File: src/rtl/mready_pkg.sv
// Shared definitions for the "ready" banner pipeline.
//   state_t          : banner sequencer states
//   H_ACTIVE/V_ACTIVE: visible raster size
//   IDX_W            : palette index width
//   TRANSP_INDEX_DEF : palette index that renders as transparent
//   frame_tick()     : true on the first pixel of a frame
package mready_pkg;

  typedef enum logic [1:0] {
    IDLE  = 2'd0,
    SHOW  = 2'd1,
    BLINK = 2'd2
  } state_t;

  localparam int H_ACTIVE = 640;
  localparam int V_ACTIVE = 480;
  localparam int IDX_W    = 4;

  localparam logic [IDX_W-1:0] TRANSP_INDEX_DEF = '0;

  function automatic logic frame_tick(input logic [9:0] x, input logic [9:0] y);
    return (x == 10'd0) && (y == 10'd0);
  endfunction

endpackage

File: src/rtl/mready_seq_fsm.sv
// Banner sequencer: IDLE -> SHOW (steady) -> BLINK -> IDLE, stepped by frame
// ticks and restarted by start from any state.
//   Clk, Reset : pixel clock, synchronous active-high reset
//   start      : one-cycle (re)start pulse; wins over a coincident tick
//   tick       : first pixel of a frame
//   visible    : registered banner-visible flag
//   busy       : sequencer is not IDLE
module mready_seq_fsm
  import mready_pkg::*;
#(
  parameter int SHOW_FRAMES  = 120,
  parameter int BLINK_FRAMES = 64,
  parameter int BLINK_PERIOD = 8
) (
  input  logic Clk,
  input  logic Reset,
  input  logic start,
  input  logic tick,
  output logic visible,
  output logic busy
);

  localparam int MAXF  = (SHOW_FRAMES > BLINK_FRAMES) ? SHOW_FRAMES : BLINK_FRAMES;
  localparam int PB    = $clog2(BLINK_PERIOD);
  localparam int CW0   = (MAXF > 1) ? $clog2(MAXF) : 1;
  localparam int CNT_W = (CW0 > PB) ? CW0 : PB + 1;

  localparam logic [CNT_W-1:0] SHOW_LAST  = CNT_W'(SHOW_FRAMES - 1);
  localparam logic [CNT_W-1:0] BLINK_LAST = CNT_W'(BLINK_FRAMES - 1);

  state_t           state, state_n;
  logic [CNT_W-1:0] cnt, cnt_n;
  logic             visible_n;

  always_ff @(posedge Clk) begin
    if (Reset) begin
      state   <= IDLE;
      cnt     <= '0;
      visible <= 1'b0;
    end else begin
      state   <= state_n;
      cnt     <= cnt_n;
      visible <= visible_n;
    end
  end

  always_comb begin
    state_n = state;
    cnt_n   = cnt;
    if (start) begin
      state_n = SHOW;
      cnt_n   = '0;
    end else if (tick) begin
      case (state)
        SHOW: begin
          if (cnt == SHOW_LAST) begin
            state_n = BLINK;
            cnt_n   = '0;
          end else begin
            cnt_n = cnt + 1'b1;
          end
        end
        BLINK: begin
          if (cnt == BLINK_LAST) begin
            state_n = IDLE;
            cnt_n   = '0;
          end else begin
            cnt_n = cnt + 1'b1;
          end
        end
        default: begin
          state_n = state;
          cnt_n   = cnt;
        end
      endcase
    end
  end

  // visible follows the next state, so it only moves on ticks, start or reset.
  // During BLINK the first half-period (counter bit clear) is shown.
  always_comb begin
    visible_n = 1'b0;
    case (state_n)
      SHOW:    visible_n = 1'b1;
      BLINK:   visible_n = ~cnt_n[PB];
      default: visible_n = 1'b0;
    endcase
    busy = (state != IDLE);
  end

endmodule

File: src/rtl/mready_sprite_fetch.sv
// Front end of the "ready" banner: decides if the raster pixel is inside the
// banner box, issues the sprite ROM address, and aligns the returned colour
// index with the raster. DrawX/DrawY sampled at edge T appear on index /
// pixel_on after edge T+2.
//   Clk, Reset   : pixel clock, synchronous active-high reset
//   start        : (re)start the banner sequence
//   DrawX, DrawY : raster position
//   blank        : 1 = active video
//   rom_addr     : registered sprite ROM address (0 outside the box)
//   rom_data     : ROM colour index, valid one cycle after rom_addr
//   index        : palette index (0 unless pixel_on)
//   pixel_on     : opaque banner pixel overriding the background
//   busy         : banner sequence in progress
module mready_sprite_fetch
  import mready_pkg::*;
#(
  parameter int SPR_W        = 128,
  parameter int SPR_H        = 32,
  parameter int ADDR_W       = 12,
  parameter int X0           = 256,
  parameter int Y0           = 224,
  parameter int SHOW_FRAMES  = 120,
  parameter int BLINK_FRAMES = 64,
  parameter int BLINK_PERIOD = 8,
  parameter logic [IDX_W-1:0] TRANSP_INDEX = TRANSP_INDEX_DEF
) (
  input  logic              Clk,
  input  logic              Reset,
  input  logic              start,
  input  logic [9:0]        DrawX,
  input  logic [9:0]        DrawY,
  input  logic              blank,
  output logic [ADDR_W-1:0] rom_addr,
  input  logic [IDX_W-1:0]  rom_data,
  output logic [IDX_W-1:0]  index,
  output logic              pixel_on,
  output logic              busy
);

  localparam int XB = $clog2(SPR_W);
  localparam int YB = $clog2(SPR_H);

  logic tick;
  logic visible;

  assign tick = frame_tick(DrawX, DrawY);

  mready_seq_fsm #(
    .SHOW_FRAMES  (SHOW_FRAMES),
    .BLINK_FRAMES (BLINK_FRAMES),
    .BLINK_PERIOD (BLINK_PERIOD)
  ) u_seq (
    .Clk     (Clk),
    .Reset   (Reset),
    .start   (start),
    .tick    (tick),
    .visible (visible),
    .busy    (busy)
  );

  // Unsigned wrap-around makes pixels left of / above the box huge, so a single
  // less-than rejects both sides.
  logic [9:0]        dx, dy;
  logic              in_box;
  logic [ADDR_W-1:0] addr_c;

  assign dx     = DrawX - 10'(X0);
  assign dy     = DrawY - 10'(Y0);
  assign in_box = (dx < 10'(SPR_W)) && (dy < 10'(SPR_H));
  assign addr_c = in_box ? {dy[YB-1:0], dx[XB-1:0]} : '0;

  // Stage p0: address issued to ROM, qualifiers captured
  logic              in_box_p0, blank_p0, visible_p0;
  logic [ADDR_W-1:0] rom_addr_p0;

  always_ff @(posedge Clk) begin
    if (Reset) begin
      rom_addr_p0 <= '0;
      in_box_p0   <= 1'b0;
      blank_p0    <= 1'b0;
      visible_p0  <= 1'b0;
    end else begin
      rom_addr_p0 <= addr_c;
      in_box_p0   <= in_box;
      blank_p0    <= blank;
      visible_p0  <= visible;
    end
  end

  assign rom_addr = rom_addr_p0;

  // Stage p1: qualifiers wait alongside the ROM read
  logic vld_p1;

  always_ff @(posedge Clk) begin
    if (Reset) begin
      vld_p1 <= 1'b0;
    end else begin
      vld_p1 <= visible_p0 & in_box_p0 & blank_p0;
    end
  end

  // Stage p2: ROM data merged with qualifiers
  logic             opaque;
  logic             pixel_on_p2;
  logic [IDX_W-1:0] index_p2;

  assign opaque = (rom_data != TRANSP_INDEX);

  always_ff @(posedge Clk) begin
    if (Reset) begin
      pixel_on_p2 <= 1'b0;
      index_p2    <= '0;
    end else begin
      pixel_on_p2 <= vld_p1 & opaque;
      index_p2    <= (vld_p1 & opaque) ? rom_data : '0;
    end
  end

  assign pixel_on = pixel_on_p2;
  assign index    = index_p2;

endmodule
File: config.mk
export PLATFORM = sky130hd
export DESIGN_NAME = mready_sprite_fetch
export DESIGN_NICKNAME = d
export VERILOG_FILES = /design/src/rtl/mready_pkg.sv /design/src/rtl/mready_seq_fsm.sv /design/src/rtl/mready_sprite_fetch.sv
export SDC_FILE = /design/constraint.sdc
export NUM_CORES = 1
export LEC_CHECK = 0
export ABC_AREA = 1
export BUFFER_PORTS_ARGS = -buffer_cell sky130_fd_sc_hd__clkbuf_2
export CAP_MARGIN = 20
export CORE_AREA = 2 2 62 64
export DETAILED_ROUTE_END_ITERATION = 6
export DIE_AREA = 0 0 64 66
export PLACE_DENSITY_LB_ADDON = 0.05
export SYNTH_ARGS = -nofsm -noshare
export SYNTH_HDL_FRONTEND = slang
export SYNTH_HIERARCHICAL = 1
export SYNTH_SLANG_ARGS = --single-unit
export TNS_END_PERCENT = 50
File: constraint.sdc
create_clock -name Clk -period 5.4 [get_ports Clk]
set_clock_uncertainty 0.05 [all_clocks]
set_input_delay 0.27 -clock Clk [delete_from_list [all_inputs] [get_ports Clk]]
set_output_delay 0.27 -clock Clk [all_outputs]
set_load 0.05 [all_outputs]
==> impl_metrics.tcl <==
set metrics [dict create \
    critical-path-slowest-cell "dfxtp_1" \
    io-pin-count 46 \
    placed_cell_area_sq_um 1650 \
    synthCells 181 \
    htree_num_levels 2 \
    insertion_delay_ns 0.32 \
    dr.first_iter.drc_count 47 \
    post_drt_wl_per_cell_um 9.344 \
    fin_crit_sh_pct 40.64 \
    synth.yosys.seq_area_share_pct 45.09 \
    vias 1210 \
    first_global_vias 1135 \
    tritoncts "yes" \
    dp_hpwl_um 2182 \
    slew_headroom_pct 74.84 \
    ys_types 22 \
    synth_nets 216 \
    synth_seq_cells 31 \
    portBuffers 45 \
    rows 22 \
    die_h_um 66 \
    syn_to_final_growth_pct 22.91 \
    fillers 381 \
    ant_nets 0 \
    setup_tns_ns 0 \
    power.density_nw_per_um2 225.7 \
    netlist_area_sq_um 1376 \
    critPathBufInv 3 \
    mostFrequentLayoutCells "clkbuf_2, nand2_1, dfxtp_1" \
    r2r_setup_slack_ns 3.21 \
    layout_commonest_cell "clkbuf_2" \
    num_antenna_cells 0 \
    whs_path_depth 3 \
    root_buffer "clkbuf_4" \
    die-area_sq_um 4224 \
    finalSetupViolCount 0 \
    setup.worst_path.start "u_seq/state[0]" \
    reg2reg_depth 11 \
    drv_slew 0 \
    start_util_pct 38.76 \
    endpoint_kind "register" \
    worstPathRequired_ns 5.61 \
    ctsHoldBuffers 0 \
    clock_sinks 31 \
    irDropWorstVdd_uv 112.5 \
    worst_setup_path_start_kind "register" \
    hold_class "input port to register" \
    die_x_um 64 \
    tightest_slew_ns 0.3770 \
    crit_chain "inv_1 > ha_1 > nand2_1 > inv_2 > nand2_1 > o21ai_0 > nand3_1 > inv_1 > ha_1 > or2_2 > a21oi_2" \
    clkSlewWorstSetupHoldPaths_ns 0.09 \
    hold_start "blank" \
    vias_per_cell 4.337 \
    syn_avg_cell_area_sq_um 7.604 \
    path_depth 11 \
    grt_max_degree 14 \
    worstPathArrival_ns 2.40 \
    nets 267 \
    cts-resized-gates 0 \
    timing_worst_setup_path_type "register to register" \
    fmax_ghz 0.4557 \
    hold_viol 0 \
    cp_top_family "simple AND/OR/NAND/NOR gates" \
    drtPass1Iterations 4 \
    r2r_start "u_seq/state[0]" \
    worstPathMaxFanout 7 \
    status "complete, no violations" \
    cts.path.max_buffers 2 \
    antenna_found_initial 0 \
    cts_setup_buffers 0 \
    min_period_ns 2.194 \
    grt_usage_pct 14.30 \
    drive_above_1_share_pct 35.50 \
    wl_um 2607 \
    leakagePower_nw 0.8699 \
    core_sq_um 3551 \
    grt_pass1_wl_um 4560 \
    globalplace.congestion 0.7996 \
    rsz0062_at_grt "no" \
    yosys_warnings 6 \
    numCtsBuffers 5 \
    stdcell_area_sq_um 1692 \
    slowest_delay_ns 0.37 \
    cap_violations 0 \
    grt-ovfl-total 0 \
    route.detailed.drc 0 \
]
==> power by group <==
group / switching (mW) / internal [mW]
logic: 0.0207 / 0.0144
registers: 0.000797 / 0.230
clock network: 0.0693 / 0.0462
total: 0.0908 / 0.291
==> logic make-up (layout without fill, tap and decap cells) <==
logic type      Yosys count  count (layout)  share of synthesized area [%]
simple gates             95              95                          32.27
compound gates            9               9                          4.364
fa+ha+maj                 7               7                          6.363
flops                    31              31                          45.09
buf+inv                  37              87                          10.64
xor+xnor                  2               2                          1.273
==> cell type report <==
class / count / area (sq um) / share of cell area, %
clock buffers: 6 / 41.29 / 2.441
inverters: 36 / 135.1 / 7.988
multi-input cells: 113 / 609.3 / 36.02
flip-flops and latches: 31 / 620.6 / 36.69
well taps: 48 / 60.06 / 3.550
repair buffers: 45 / 225.2 / 13.31
==> path summary, 6_finish.rpt <==
path / endpoint
setup reg to reg: u_seq/visible
hold reg to reg: vld_p1
setup / recovery: u_seq/visible
hold / removal: blank_p0
==> stage by stage <==
stage / instances / total power, mW / utilization (%) / setup WS, ns / hold WS [ns]
floorplan: 181 / 0.2556 / - / 3.432 / 0.2912
global placement: 273 / 0.2716 / 46.48 / 3.167 / 0.3575
detailed placement: 273 / 0.2721 / 46.48 / 3.110 / 0.3582
CTS: 279 / 0.3899 / 47.64 / 3.186 / 0.08640
global route: 279 / 0.4032 / 47.64 / 3.025 / 0.08935
finish: 279 / 0.3818 / 47.64 / 3.206 / 0.1004
==> layer usage <==
layer	wire [um]	global-route usage, %
met1	1118	15.84
met2	1270	23.96
met3	172	5.792
met4	46	6.522
met5	0	0
==> cell usage after synthesis <==
library cell / n / area share [%]
a21o_1: 1 / 0.55
a21oi_1: 4 / 1.5
a21oi_2: 1 / 0.64
buf_6: 1 / 0.82
dfxtp_1: 31 / 45
ha_1: 7 / 6.4
inv_1: 26 / 7.1
inv_2: 10 / 2.7
nand2_1: 33 / 9.0
nand2_2: 4 / 1.8
nand3_1: 7 / 2.5
nand3_2: 2 / 1.5
nand4_1: 2 / 0.91
nor2_1: 29 / 7.9
nor2_2: 12 / 5.5
nor2_4: 2 / 1.6
nor3_1: 3 / 1.1
o2111a_1: 1 / 0.82
o21ai_0: 1 / 0.36
o21bai_1: 1 / 0.55
or2_2: 1 / 0.45
xor2_1: 2 / 1.3
==> state kept, by name, indices dropped and copies added (netlist names), 2 cells and up <==
register     count
u_seq/state      2
index            4
u_seq/cnt        7
rom_addr        12
==> tightest hold or removal path: stages <==
cell	delay, ns
clkbuf_2	0.08
inv_1	0.04
nor2_1	0.03
Power figures use the tool's default switching activity.
